--- config.mk ---
export PLATFORM = sky130hd
export DESIGN_NAME = wb_sram_slave
export DESIGN_NICKNAME = d
export VERILOG_FILES = /design/src/rtl/wb_sram_slave.sv
export SDC_FILE = /design/constraint.sdc
export NUM_CORES = 1
export LEC_CHECK = 0
export ABC_CLOCK_PERIOD_IN_PS = 10100
export BUFFER_PORTS_ARGS = -buffer_cell sky130_fd_sc_hd__buf_2
export CAP_MARGIN = 20
export CORE_ASPECT_RATIO = 0.75
export CORE_MARGIN = 3
export CORE_UTILIZATION = 52
export DETAILED_ROUTE_END_ITERATION = 12
export PLACE_DENSITY = 0.86
export SYNTH_ARGS = -nofsm -noshare
export SYNTH_HDL_FRONTEND = slang
export SYNTH_SLANG_ARGS = --single-unit
--- constraint.sdc ---
create_clock -name clk -period 10.1 [get_ports clk]
set_input_delay 1.01 -clock clk [delete_from_list [all_inputs] [get_ports clk]]
set_output_delay 1.01 -clock clk [all_outputs]
set_load 0.05 [all_outputs]
--- src/rtl/wb_sram_slave.sv ---
// ---------------------------------------------------------------------------
// wb_sram_slave
//   Wishbone slave controller for a single-port synchronous SRAM. It sits
//   directly below the interconnect slave port and turns single and burst
//   Wishbone cycles into one SRAM access per beat. Each access can be
//   followed by WAIT_CYCLES stall cycles before the beat is acknowledged.
//
//   Ports
//     clk, reset        core clock, asynchronous active-high reset
//     s_wbd_*_i         Wishbone request: data, byte address (base 0),
//                       byte selects, burst length (0 means 1), burst-ready,
//                       write enable, cycle, strobe
//     s_wbd_dat_o       registered read data
//     s_wbd_ack_o       beat acknowledge        (gated by s_wbd_cyc_i)
//     s_wbd_lack_o      last-beat acknowledge   (gated by s_wbd_cyc_i)
//     s_wbd_err_o       error response          (gated by s_wbd_cyc_i)
//     mem_*_o           SRAM chip enable, write enable, byte write mask,
//                       word address and write data
//     mem_rdata_i       SRAM read data, valid the cycle after a read access
//
//   Build option
//     WB_SRAM_ADDR_CHECK_EN  when defined, a request whose byte address has
//                            any bit set above the SRAM window gets a
//                            one-cycle err instead of an SRAM access. When
//                            undefined, upper address bits alias and err is
//                            tied low.
// ---------------------------------------------------------------------------
module wb_sram_slave #(
  parameter int DATA_WIDTH  = 32,
  parameter int MEM_AW      = 14,
  parameter int WAIT_CYCLES = 0
) (
  input  logic                    clk,
  input  logic                    reset,
  input  logic [DATA_WIDTH-1:0]   s_wbd_dat_i,
  input  logic [31:0]             s_wbd_adr_i,
  input  logic [DATA_WIDTH/8-1:0] s_wbd_sel_i,
  input  logic [9:0]              s_wbd_bl_i,
  input  logic                    s_wbd_bry_i,
  input  logic                    s_wbd_we_i,
  input  logic                    s_wbd_cyc_i,
  input  logic                    s_wbd_stb_i,
  output logic [DATA_WIDTH-1:0]   s_wbd_dat_o,
  output logic                    s_wbd_ack_o,
  output logic                    s_wbd_lack_o,
  output logic                    s_wbd_err_o,
  output logic                    mem_ce_o,
  output logic                    mem_we_o,
  output logic [DATA_WIDTH/8-1:0] mem_wmask_o,
  output logic [MEM_AW-1:0]       mem_addr_o,
  output logic [DATA_WIDTH-1:0]   mem_wdata_o,
  input  logic [DATA_WIDTH-1:0]   mem_rdata_i
);

  localparam int SW = DATA_WIDTH / 8;
  // Loaded on entry to WAIT; WAIT then lasts WAIT_CYCLES cycles.
  localparam logic [3:0] WAIT_INIT = 4'((WAIT_CYCLES > 0) ? WAIT_CYCLES - 1 : 0);

  typedef enum logic [2:0] {
    IDLE,
    ACCESS,
    WAIT,
    ACK,
    NEXT,
    ERR
  } state_t;

  state_t            state;
  logic [MEM_AW-1:0] addr_q;
  logic              we_q;
  logic [SW-1:0]     sel_q;
  logic [9:0]        beats_q;
  logic [3:0]        wait_q;
  logic              rd_cap_q;
  logic              ack_q;
  logic              lack_q;
  logic              err_q;

  logic              req;
  logic [MEM_AW-1:0] req_addr;
  logic              addr_bad;
  logic              unused_sig;

  assign req      = s_wbd_cyc_i & s_wbd_stb_i;
  assign req_addr = s_wbd_adr_i[MEM_AW+1:2];

`ifdef WB_SRAM_ADDR_CHECK_EN
  assign addr_bad    = |s_wbd_adr_i[31:MEM_AW+2];
  assign s_wbd_err_o = err_q & s_wbd_cyc_i;
  assign unused_sig  = ^s_wbd_adr_i[1:0];
`else
  assign addr_bad    = 1'b0;
  assign s_wbd_err_o = 1'b0;
  assign unused_sig  = ^{s_wbd_adr_i[31:MEM_AW+2], s_wbd_adr_i[1:0], err_q};
`endif

  // Responses are never visible outside an active bus cycle.
  assign s_wbd_ack_o  = ack_q  & s_wbd_cyc_i;
  assign s_wbd_lack_o = lack_q & s_wbd_cyc_i;

  always_ff @(posedge clk or posedge reset) begin
    if (reset) begin
      state       <= IDLE;
      addr_q      <= '0;
      we_q        <= 1'b0;
      sel_q       <= '0;
      beats_q     <= '0;
      wait_q      <= '0;
      rd_cap_q    <= 1'b0;
      ack_q       <= 1'b0;
      lack_q      <= 1'b0;
      err_q       <= 1'b0;
      mem_ce_o    <= 1'b0;
      mem_we_o    <= 1'b0;
      mem_wmask_o <= '0;
      mem_addr_o  <= '0;
      mem_wdata_o <= '0;
      s_wbd_dat_o <= '0;
    end else begin
      // Strobe-type outputs are high only for the single cycle of the
      // state that owns them; address and write data simply hold.
      ack_q       <= 1'b0;
      lack_q      <= 1'b0;
      err_q       <= 1'b0;
      mem_ce_o    <= 1'b0;
      mem_we_o    <= 1'b0;
      mem_wmask_o <= '0;
      rd_cap_q    <= 1'b0;

      // SRAM read data arrives one cycle after the access cycle; it is
      // captured on the edge that ends that cycle. With WAIT_CYCLES=0 this
      // is the same edge that ends the ack cycle.
      if (rd_cap_q) begin
        s_wbd_dat_o <= mem_rdata_i;
      end

      case (state)
        IDLE: begin
          if (req) begin
            we_q    <= s_wbd_we_i;
            sel_q   <= s_wbd_sel_i;
            addr_q  <= req_addr;
            beats_q <= (s_wbd_bl_i == 10'd0) ? 10'd1 : s_wbd_bl_i;
            if (addr_bad) begin
              state <= ERR;
              err_q <= 1'b1;
            end else begin
              state       <= ACCESS;
              mem_ce_o    <= 1'b1;
              mem_we_o    <= s_wbd_we_i;
              mem_wmask_o <= s_wbd_we_i ? s_wbd_sel_i : '0;
              mem_addr_o  <= req_addr;
              mem_wdata_o <= s_wbd_dat_i;
            end
          end
        end

        ACCESS: begin
          if (!s_wbd_cyc_i) begin
            state <= IDLE;
          end else begin
            rd_cap_q <= ~we_q;
            if (WAIT_CYCLES > 0) begin
              state  <= WAIT;
              wait_q <= WAIT_INIT;
            end else begin
              state  <= ACK;
              ack_q  <= 1'b1;
              lack_q <= (beats_q == 10'd1);
            end
          end
        end

        WAIT: begin
          if (!s_wbd_cyc_i) begin
            state <= IDLE;
          end else if (wait_q == 4'd0) begin
            state  <= ACK;
            ack_q  <= 1'b1;
            lack_q <= (beats_q == 10'd1);
          end else begin
            wait_q <= wait_q - 4'd1;
          end
        end

        ACK: begin
          if (!s_wbd_cyc_i) begin
            state <= IDLE;
          end else begin
            beats_q <= beats_q - 10'd1;
            state   <= (beats_q > 10'd1) ? NEXT : IDLE;
          end
        end

        NEXT: begin
          if (!s_wbd_cyc_i) begin
            state <= IDLE;
          end else if (s_wbd_bry_i) begin
            // Word address wraps at the top of the SRAM window.
            state       <= ACCESS;
            addr_q      <= addr_q + MEM_AW'(1);
            mem_ce_o    <= 1'b1;
            mem_we_o    <= we_q;
            mem_wmask_o <= we_q ? sel_q : '0;
            mem_addr_o  <= addr_q + MEM_AW'(1);
            mem_wdata_o <= s_wbd_dat_i;
          end
        end

        ERR: begin
          state <= IDLE;
        end

        default: begin
          state <= IDLE;
        end
      endcase
    end
  end

endmodule

======== Word-level counts from Yosys, hierarchy flattened ========
Cells that the tools add are included.
operators by class
  $add $sub $neg .......................... 3
  $lt $le $gt $ge ......................... 1
  equal/unequal tests ..................... 11
  mux-type cells .......................... 45
  bitwise operators ....................... 5
  reductions and logical operators ........ 10
operator list
  kind                     count
  $mux W32                 3
  $pmux W32 S2             1
  $mux W14                 3
  $mux W10                 3
  $pmux W14 S2             1
  $mux W3                  7
  $mux W4                  5
  $pmux W10 S2             1
  $pmux W3 S5              1
  $add A14 B1 Y14 const B  1
  $mux W1                  14
  $eq A10 B1 Y1 const B    1
  $gt A10 B1 Y1 const B    1
  $logic_not A10 Y1        1
  $sub A10 B1 Y10 const B  1
  $reduce_and A3 Y1        3
  $ne A2 B2 Y1 const B     4
  $pmux W1 S2              4
  $pmux W4 S2              1
  $eq A3 B2 Y1 const B     2
  $ne A3 B3 Y1 const B     2
  $logic_not A4 Y1         1
  $reduce_and A4 Y1        1
  $reduce_bool A2 Y1       2
  other kinds (8)          11
word-level totals
  flip-flop bits (word level) ............. 109
  input bits .............................. 116
  output and inout port bits .............. 87
  logic and storage cells ................. 89

======== Longest topological paths before layout ========
Gate-level depths: netlist of the first run.
  depth in word-level cells ............... 4
  gate-level depth with buffers ........... 7
  gate-level depth less buffers ........... 6

======== Least setup slack after synthesis of the first run ========
OpenSTA, ideal clock, no wires.
  path type ............................... in2out
  from .................................... input port s_wbd_cyc_i
  to ...................................... output port s_wbd_ack_o
  arrival time ............................ 1417 ps
  required time ........................... 9090 ps
  slack ................................... 7673 ps
  stages .................................. 1
  buffers on the path ..................... 0
  cell sequence ........................... and2_1
between the ends
  longest elaborated chain between the ends .. 1
ends and longest elaborated chain
  item           line  text
  from (decl)    41    input logic s_wbd_cyc_i,
  $and A1 B1 Y1  98    assign s_wbd_ack_o = ack_q & s_wbd_cyc_i;
  to (decl)      44    output logic s_wbd_ack_o,
Every way passes these cells.

======== Worst setup path after layout of the first run ========
  from .................................... input port s_wbd_cyc_i
  to ...................................... register addr_q[12]
between the ends
  longest elaborated chain between the ends .. 3
  elaborated cells on any way between the ends .. 4
  classes of those cells .................. eq/ne (2); bitwise (1); reduce/logical (1)
ends and longest elaborated chain
  item                             line  text
  $and A1 B1 Y1                    84    assign req = s_wbd_cyc_i & s_wbd_stb_i;
  $ne A2 B2 Y1 (no line)           n/a
  $reduce_and A4 Y1 (no line) (*)  n/a
  to (signal assigned)             142   addr_q <= req_addr;
  to (signal assigned)             201   addr_q <= addr_q + MEM_AW'(1);
  to (decl)                        69    logic [MEM_AW-1:0] addr_q;
Every way passes the cells marked *; elsewhere a longest branch is shown, timed or not.
A chain may end at the register's enable or synchronous reset.

==> results of run 1 <==
state kept, by name (all words and copies together) (netlist names):
| signal | count |
|---|---|
| mem_wdata_o | 32 |
| s_wbd_dat_o | 32 |
| addr_q | 14 |
| beats_q | 10 |
| mem_wmask_o | 4 |
| sel_q | 4 |
| wait_q | 4 |
| state | 3 |
| ack_q | 1 |
| lack_q | 1 |
| mem_ce_o | 1 |
| mem_we_o | 1 |
| rd_cap_q | 1 |
| we_q | 1 |
worst max-delay path, cell delays in order:
cell      delay (ps)
buf_2            180
nor3b_1          410
nand2_1           90
buf_4            270
inv_2            690
o21ai_0          180
a311oi_1         250
cell families after synthesis:
| family | after synthesis | synth area share, % |
|---|---|---|
| other cells | 1 | 0.0773 |
| simple gates | 192 | 18.8 |
| xor+xnor | 3 | 0.696 |
| compound gates | 86 | 11.3 |
| buf+inv | 36 | 3.27 |
| fa+ha+maj | 4 | 1.03 |
| mux | 37 | 8.58 |
| flops | 109 | 56.2 |
stage by stage:
stage	utilization [%]	cell area, µm²	hold slack (ps)	setup WS [ps]
floorplan	-	4850	424	6220
global placement	66.4	5830	453	7000
detailed placement	66.4	5830	457	6880
CTS	69.6	6110	475	7230
global route	69.9	6140	502	6980
finish	69.9	6140	469	7210
cell type report:
type | instances | area (µm²) | share of cell area [%]
inverter | 9 | 36.3 | 0.591
clock buffer | 10 | 229 | 3.73
clock inverter | 6 | 56.3 | 0.917
sequential | 109 | 2730 | 44.4
multi-input combinational | 323 | 1970 | 32.1
timing repair buffer | 187 | 966 | 15.7
tap | 124 | 155 | 2.53
per-layer routing:
layer  share of wire, %  GRT usage (%)  wire length, µm
met5                  0              0                0
met4               0.73           5.85               87
met3                9.3           7.26             1120
met2                 47           36.8             5640
met1                 43           29.5             5160
final timing paths:
path / start / to / slack, ps / cells past startpoint
max: s_wbd_cyc_i / addr_q[12] / 7210 / 7
min: mem_wdata_o[28] / mem_wdata_o[28] / 470 / 2
max reg2reg: state[1] / addr_q[12] / 7510 / 6
min reg2reg: mem_wdata_o[28] / mem_wdata_o[28] / 470 / 2
max in group asynchronous: reset / s_wbd_dat_o[20] / 8170 / 3
min in group asynchronous: reset / s_wbd_dat_o[2] / 720 / 2
power breakdown:
group          internal (mW)  switching, mW  leakage, nW
Clock                  0.172          0.160        0.141
Sequential             0.581          0.106         1.32
Combinational          0.216          0.606         1.60
cell usage in the layout (no fill, tap or decap), drive strengths merged, types with 5 or more instances in the layout:
cell	Yosys	final
o21ai	21	21
a21oi	24	24
inv	9	12
a2bb2oi	6	6
nand3	12	12
dfrtp	109	109
o22ai	6	6
buf	12	187
nor2	16	16
nand2	113	113
clkbuf	15	10
nor4	5	5
mux2	37	37
nor3	8	8
==> flow_summary.toml, run 1 <==
[synthesis]
yosysTopAreaCellShare_pct = 56.2
synthTopCellsByArea = "dfrtp_1 56%, nand2_1 8.7%, mux2_2 8.6%"
synth_fp_nets = 588
yosys.area.top_type = "dfrtp_1"
yosysMostFrequentCell = "nand2_1"
synth-edff-count = 0
synthArstFlopShare_pct = 100
synthTopCellsByCount = "113 x nand2_1, 109 x dfrtp_1, 37 x mux2_2"
synthFlopType = "dfrtp_1"
syn_inst = 468
yosysWarnings = 0
syn_avg_cell_area_um2 = 10.4
synth-seq-cells = 109
synth.distinct_cells = 63
mappedNetlistArea_mm2 = 0.00485
yosysSeqAreaShare_pct = 56.2

[hold_path]
holdCritPathClass = "flip-flop to flip-flop"

[cts]
clock_latency_ps = 340
cts_resized = 0
post_cts_buffers = 0
cts.htree.levels = 3
cts.sinks = 109
cts_buffer_depth = 2
cts.clk_slew.worst_paths_ps = 70
ctsRootBufferMaster = "clkbuf_16"
cts-buffers-inserted = 9
cts_hold_buf = 0
cts_tree = "done"

[sta]
fmaxAchievable_ghz = 0.346
drv_slew = 0
worst_pin_slew_ps = 884
skew_ps = 5.83
timing.final.crit_share_pct = 28.6
rsz0062_at_grt = "no"
final_hold_viol_count = 0
relSlewSlack_pct = 41.0
timing.setup.tns_ps = 0
setup_viol = 0
final.min_clock_period_ps = 2890

[floorplan]
ioPinCount = 203
die-width_um = 118
fp-row-count = 29
initial_utilization_pct = 55.3
die-area_mm2 = 0.0105
fp.dieH_um = 89.7
core_mm2 = 0.00878

[routing]
wl_per_cell_um = 15.6
first_iter_violations = 257
dr.pass1.iters = 4
wirelength_um = 12000
vias = 4141
remaining_drc_errors = 0
drtAntennaViolNets = 0
via_per_inst = 5.39

[pwr]
power.leakage_nw = 3.07
ir_drop_mv = 0.160
power_density_mw_per_mm2 = 300
power_mw = 1.84

[layout]
antenna_cells = 0
nFillCells = 656
drive_above_1_share_pct = 39.3
final_nets = 759
final_cell_count_no_fill = 768
area_delta_synth_final_pct = 26.6

[placement]
dp_hpwl_um = 8700
gp_congestion = 0.906
port_buffers = 183
dp.cells = 751

[grt]
track_usage_pct = 22.4
overflow = 0
grt_max_degree = 68
grt_pass1_vias = 3954
grt_antenna_before_repair = 0
grt_pass1_wl_um = 19100

[setup_path]
setup.worst_path.start_class = "input port"
crit_type = "input port to flip-flop"
cp.required_ps = 10330
cp_max_fo = 55
arrival_ps = 3120
endpoint_kind = "flip-flop"

[job]
cap_violations = 0

[status]
status = "finished, final reports clean"
No activity file was read; power rests on OpenSTA's default activity.
==> run 2, diff against run 1 <==
ABC_AREA = 1   (was not set)
ABC_CLOCK_PERIOD_IN_PS = 2600   (was 10100)
CORE_UTILIZATION = 44   (was 52)
PLACE_DENSITY = 0.77   (was 0.86)
clock period = 2.6 ns   (was 10.1 ns; I/O delays follow)
==> flow_summary.toml, run 2 <==
[pwr]
power.leakage_nw = 3.42
ir_drop_mv = 0.669
power_frac_comb_pct = 52.1
switching_power_mw = 4.57
power_density_mw_per_mm2 = 1410
p_sw_share_pct = 51.7
p_clk_share_pct = 14.3
intPower_mw = 4.27
seq_power_share_pct = 33.6

[routing]
vias = 4375
drtAntennaViolNets = 0
via_per_inst = 4.91
remaining_drc_errors = 0
dr.pass1.iters = 5
first_iter_violations = 272
wl_per_cell_um = 13.8
wirelength_um = 12300

[sta]
fmaxAchievable_ghz = 0.553
timing.final.crit_share_pct = 69.5
setup_ws_ps = 793
final_hold_viol_count = 0
rsz0062_at_grt = "no"
worst_pin_slew_ps = 722
skew_ps = 4.73
drv_slew = 0
whs_ps = 112
timing.setup.tns_ps = 0
setup_viol = 0
relSlewSlack_pct = 51.8
final.min_clock_period_ps = 1810

[layout]
regArea_mm2 = 0.00273
antenna_cells = 0
layout_common_cells = "201 x nand2_1, 183 x buf_2, 109 x dfrtp_1"
drive_above_1_share_pct = 32.5
area_delta_synth_final_pct = 26.3
final_common_cell = "nand2_1"
final_nets = 871
nFillCells = 939
multi_input_area_mm2 = 0.00194
largestRegisters = "mem_wdata_o: 32 flops, s_wbd_dat_o: 32 flops, addr_q: 14 flops"

[synthesis]
yosysSeqAreaShare_pct = 54.8
yosysWarnings = 0
syn_inst = 572
yosysTopAreaCellShare_pct = 54.8
synth-edff-count = 0
synth.distinct_cells = 30
synthFlopType = "dfrtp_1"
mappedNetlistArea_mm2 = 0.00497
syn_avg_cell_area_um2 = 8.69
yosys.area.top_type = "dfrtp_1"
synthArstFlopShare_pct = 100
yosysMostFrequentCell = "nand2_1"
synthTopCellsByArea = "dfrtp_1 55%, nand2_1 15%, mux2_2 6.8%"
synthTopCellsByCount = "201 x nand2_1, 109 x dfrtp_1, 49 x nor2_1"
synth-seq-cells = 109
synth_fp_nets = 692

[cts]
cts.clk_slew.worst_paths_ps = 70
cts_buffer_depth = 2
cts_resized = 0
cts_tree = "done"
cts-buffers-inserted = 9
ctsRootBufferMaster = "clkbuf_16"
cts.htree.levels = 3
cts.sinks = 109
clock_latency_ps = 340

[grt]
track_usage_pct = 19.8
overflow = 0
grt_max_degree = 53
grt_pass1_vias = 4307
grt_pass1_wl_um = 20400
grt_antenna_before_repair = 0

[placement]
gp_congestion = 0.861
place_ws_ps = 796
dp_hpwl_um = 9280
port_buffers = 183

[job]
cap_violations = 0

[floorplan]
fp.dieH_um = 98.1
core_mm2 = 0.0107
die-width_um = 129
ioPinCount = 203
initial_utilization_pct = 46.7
die-area_mm2 = 0.0126
fp-row-count = 32

[hold_path]
whs_endpoint = "mem_wdata_o[8]"
min_from = "s_wbd_dat_i[8]"
holdCritPathClass = "input port to flip-flop"
hold_path_depth = 3

[setup_path]
cpMostUsedCell = "nand2_1"
setup.worst_path.start_class = "flip-flop"
crit_type = "flip-flop to flip-flop"
reg2reg_from = "state[2]"
cp_max_fo = 19
worstRegToRegCells = 9
cpMaxStageDelayCell = "dfrtp_1"
path_cells = "inv_2 -> nand3_1 -> buf_4 -> inv_2 -> nand2_1 -> nand2_2 -> nand2_1 -> o21ai_0 -> nand2_1"
endpoint_kind = "flip-flop"
r2r_end = "beats_q[7]"
arrival_ps = 2040
reg2reg_slack_ps = 790
cpPeakStageDelay_ps = 420
cp.required_ps = 2830

[status]
status = "finished, final reports clean"
-- run 2: cell count changes after synthesis, moves of 6 or more --
cell       delta
inv_1        +37
nand3_1      +16
buf_2        +10
o21ai_0      +10
nand2_1      +88
mux2_2        -7
clkbuf_1     -14
a21oi_1      -13
nand4_1       +6
a2bb2oi_1     -6
nor2_1       +34
-- run 2: worst max-delay path by stage --
stage,from,end,slack (ps),depth (start not counted)
final,state[2],beats_q[7],790,9
after global routing,state[2],beats_q[7],620,9
after CTS,state[2],beats_q[7],810,9
after detailed placement,state[2],beats_q[7],800,9
after global placement,state[2],beats_q[7],890,9
after floorplan,addr_q[0],addr_q[10],1000,8
-- run 2: per-stage QoR --
step	area (µm²)	utilization, %	total power [mW]	std cells
after CTS	6280	59.0	8.92	891
after floorplan	4980	-	6.48	572
after detailed placement	5990	56.3	7.63	875
after global placement	5990	56.3	7.47	875
after global routing	6280	59.0	9.43	891
final	6280	59.0	8.84	891
-- run 2: cell type report --
cell class                 count  share of cell area [%]
multi-input combinational    393                    30.9
tap                          136                    2.71
sequential                   109                    43.4
clock buffer                   9                    3.59
timing repair buffer         189                    15.5
inverter                      49                    3.03
clock inverter                 6                   0.797
-- run 2: kinds of logic (layout without fill, tap and decap cells) --
kind of cell	count (synthesis)	in the layout	share of synthesized area (%)
AO/OA/AOI/OAI	50	50	5.26
XOR/XNOR	3	3	0.528
buffers and inverters	70	253	6.14
adder cells (fa/ha/maj)	4	4	1.01
multiplexers	32	32	7.25
flip-flops	109	109	54.8
other	1	1	0.0754
AND/OR/NAND/NOR	303	303	24.9
-- run 2: layer usage --
layer / wire length, µm / track usage [%] / up-vias
met5: 0 / 0 / -
met4: 144 / 5.73 / 0
met3: 848 / 3.66 / 11
met2: 5900 / 33.2 / 166
met1: 5450 / 26.2 / 2029
li1: - / - / 2169
-- run 2: what timing repair did --
action                    4_1_cts  5_1_grt
hold buffers                    1        0
setup buffers                   0        0
hold endpoints to repair       26        0
-- run 2: power groups by stage --
stage               clock, mW  combinational, mW  sequential [mW]
floorplan                   0               1.46             5.02
global placement            0               4.53             2.93
detailed placement          0               4.64             2.99
CTS                      1.30               4.64             2.97
global route             1.38               4.97             3.08
finish                   1.27               4.60             2.97
-- run 2: critical path: cells and delay by family (launching register included) --
| family | cells | cell delay, ps |
|---|---|---|
| AO/OA/AOI/OAI | 1 | 160 |
| AND/OR/NAND/NOR | 5 | 630 |
| buffers and inverters | 3 | 470 |
| flip-flops | 1 | 420 |
==> run 3, diff against run 2 <==
ABC_AREA = 0   (was 1)
ABC_CLOCK_PERIOD_IN_PS = 1600   (was 2600)
CORE_UTILIZATION = 43   (was 44)
PLACE_DENSITY = 0.76   (was 0.77)
clock period = 1.6 ns   (was 2.6 ns; I/O delays follow)
==> flow_summary.toml, run 3 (synthesis gave the netlist of run 1 again) <==
[layout]
final_cell_count_no_fill = 840
final_nets = 819
design_area_mm2 = 0.00708
drive_above_1_share_pct = 51.4
area_delta_synth_final_pct = 46.0
final_common_cell = "buf_2"
antenna_cells = 0
largestRegisters = "mem_wdata_o: 32 flops, s_wbd_dat_o: 32 flops, addr_q: 14 flops"
layout_common_cells = "184 x buf_2, 111 x nand2_1, 100 x dfrtp_1"
utilization_pct = 66.5

[sta]
final_hold_viol_count = 0
skew_ps = 5.76
rsz0062_at_grt = "yes"
whs_ps = 8.21
setup_ws_ps = -189
timing.setup.tns_ps = -840
timing.final.crit_share_pct = 112
fmaxAchievable_ghz = 0.559
setup_viol = 21
drv_slew = 0
final.min_clock_period_ps = 1790

[floorplan]
core_mm2 = 0.0107
fp.dieH_um = 98.0
fp-row-count = 32
ioPinCount = 203
initial_utilization_pct = 45.6
die-width_um = 129
die-area_mm2 = 0.0126

[grt]
grt_pass1_vias = 4317
overflow = 0
grt_antenna_before_repair = 0
grt_max_degree = 61
grt_pass1_wl_um = 20900
track_usage_pct = 20.1

[cts]
cts.sinks = 109
cts.clk_slew.worst_paths_ps = 70
cts_buffer_depth = 2
clock_latency_ps = 340
cts.htree.levels = 3
ctsRootBufferMaster = "clkbuf_16"
cts-buffers-inserted = 9
cts_tree = "done"

[placement]
gp_congestion = 0.879
port_buffers = 183
dpl_cell_area_mm2 = 0.00620
dp.cells = 798
place_ws_ps = -160
dp_hpwl_um = 9350

[hold_path]
hold_path_depth = 3
holdCritPathClass = "input port to flip-flop"
whs_endpoint = "mem_wdata_o[26]"
min_from = "s_wbd_dat_i[26]"

[setup_path]
cp.buffers_inverters = 1
arrival_ps = 2010
worstRegToRegCells = 6
crit_type = "flip-flop to flip-flop"
cp.required_ps = 1830
cpPeakStageDelay_ps = 440
cpMaxStageDelayCell = "or4_4"
startpoint = "wait_q[0]"
reg2reg_slack_ps = -190
cp_top_family = "simple AND/OR/NAND/NOR gates"
cp_max_fo = 2
reg2reg_from = "wait_q[0]"
r2r_end = "wait_q[3]"
endpoint_kind = "flip-flop"
setup.worst_path.start_class = "flip-flop"
path_cells = "inv_1 -> ha_2 -> nor3b_4 -> or3_4 -> or4_4 -> xnor2_2"

[routing]
dr.pass1.iters = 5
remaining_drc_errors = 0
wl_per_cell_um = 16.4
drtAntennaViolNets = 0
wirelength_um = 13800
via_per_inst = 5.34
first_iter_violations = 226
vias = 4487

[job]
cap_violations = 0

[pwr]
power_mw = 12.5
ir_drop_mv = 0.909
power.leakage_nw = 3.45
power_density_mw_per_mm2 = 1770

[status]
violations = "setup timing"
status = "finished, violations left"
-- run 3: cell count changes in the layout (fill, tap and decap cells not counted), sizes merged, moves of 6 or more --
cell         previous run  this run
o21ai                  32        21
nand4                  11         4
nand2                 204       113
a2bb2oi                 0         6
a21oi                  11        24
nand3                  28        12
nor2                   50        16
dlygate4sd3             1         8
inv                    49        10
buf                   188       237
-- run 3: worst max path at each step --
stage | end | slack, ps | depth (start not counted)
2_1_floorplan | wait_q[3] | -190 | 6
3_3_place_gp | wait_q[3] | -110 | 6
3_5_place_dp | wait_q[3] | -160 | 6
4_1_cts | wait_q[3] | -170 | 6
5_1_grt | wait_q[3] | -240 | 6
6_report | wait_q[3] | -190 | 6
-- run 3: layout make-up --
| cell class | instances | area (µm²) |
|---|---|---|
| clock buffer | 9 | 225 |
| clock inverter | 7 | 85.1 |
| fill | 826 | 3570 |
| inverter | 9 | 45.0 |
| multi-input combinational | 324 | 2270 |
| sequential | 109 | 2740 |
| tap | 136 | 170 |
| timing repair buffer | 246 | 1550 |
-- run 3: report_power, final --
group          internal (mW)  leakage, nW  total (mW)  switching (mW)
Clock                   1.24        0.149        2.27            1.03
Sequential              3.68         1.31        4.37           0.687
Combinational           1.80         1.98        5.91            4.11
Total                   6.72         3.45        12.5            5.82
-- run 3: routing by layer --
| layer | GRT usage [%] | share of wire, % | up-vias |
|---|---|---|---|
| li1 | - | - | 2095 |
| met1 | 27.7 | 43 | 2146 |
| met2 | 32.8 | 48 | 226 |
| met3 | 4.54 | 8.4 | 20 |
| met4 | 3.95 | 1.0 | 0 |
| met5 | 0 | 0 | - |
-- run 3: timing repair --
item | 4_1_cts | 5_1_grt
resized for setup | 13 | 65
buffers inserted | 7 | 7
cloned | 1 | 4
endpoints found under the hold margin | 116 | 0
pin swaps | 6 | 25
hold buffers | 8 | 0
setup endpoints to repair | 29 | 69
-- run 3: worst register-to-register path: cells and delay by family (launching register included) --
family	cells	cell delay, ps
XOR/XNOR	1	140
flip-flops	1	350
adder cells (fa/ha/maj)	1	190
buffers and inverters	1	50
AND/OR/NAND/NOR	3	930
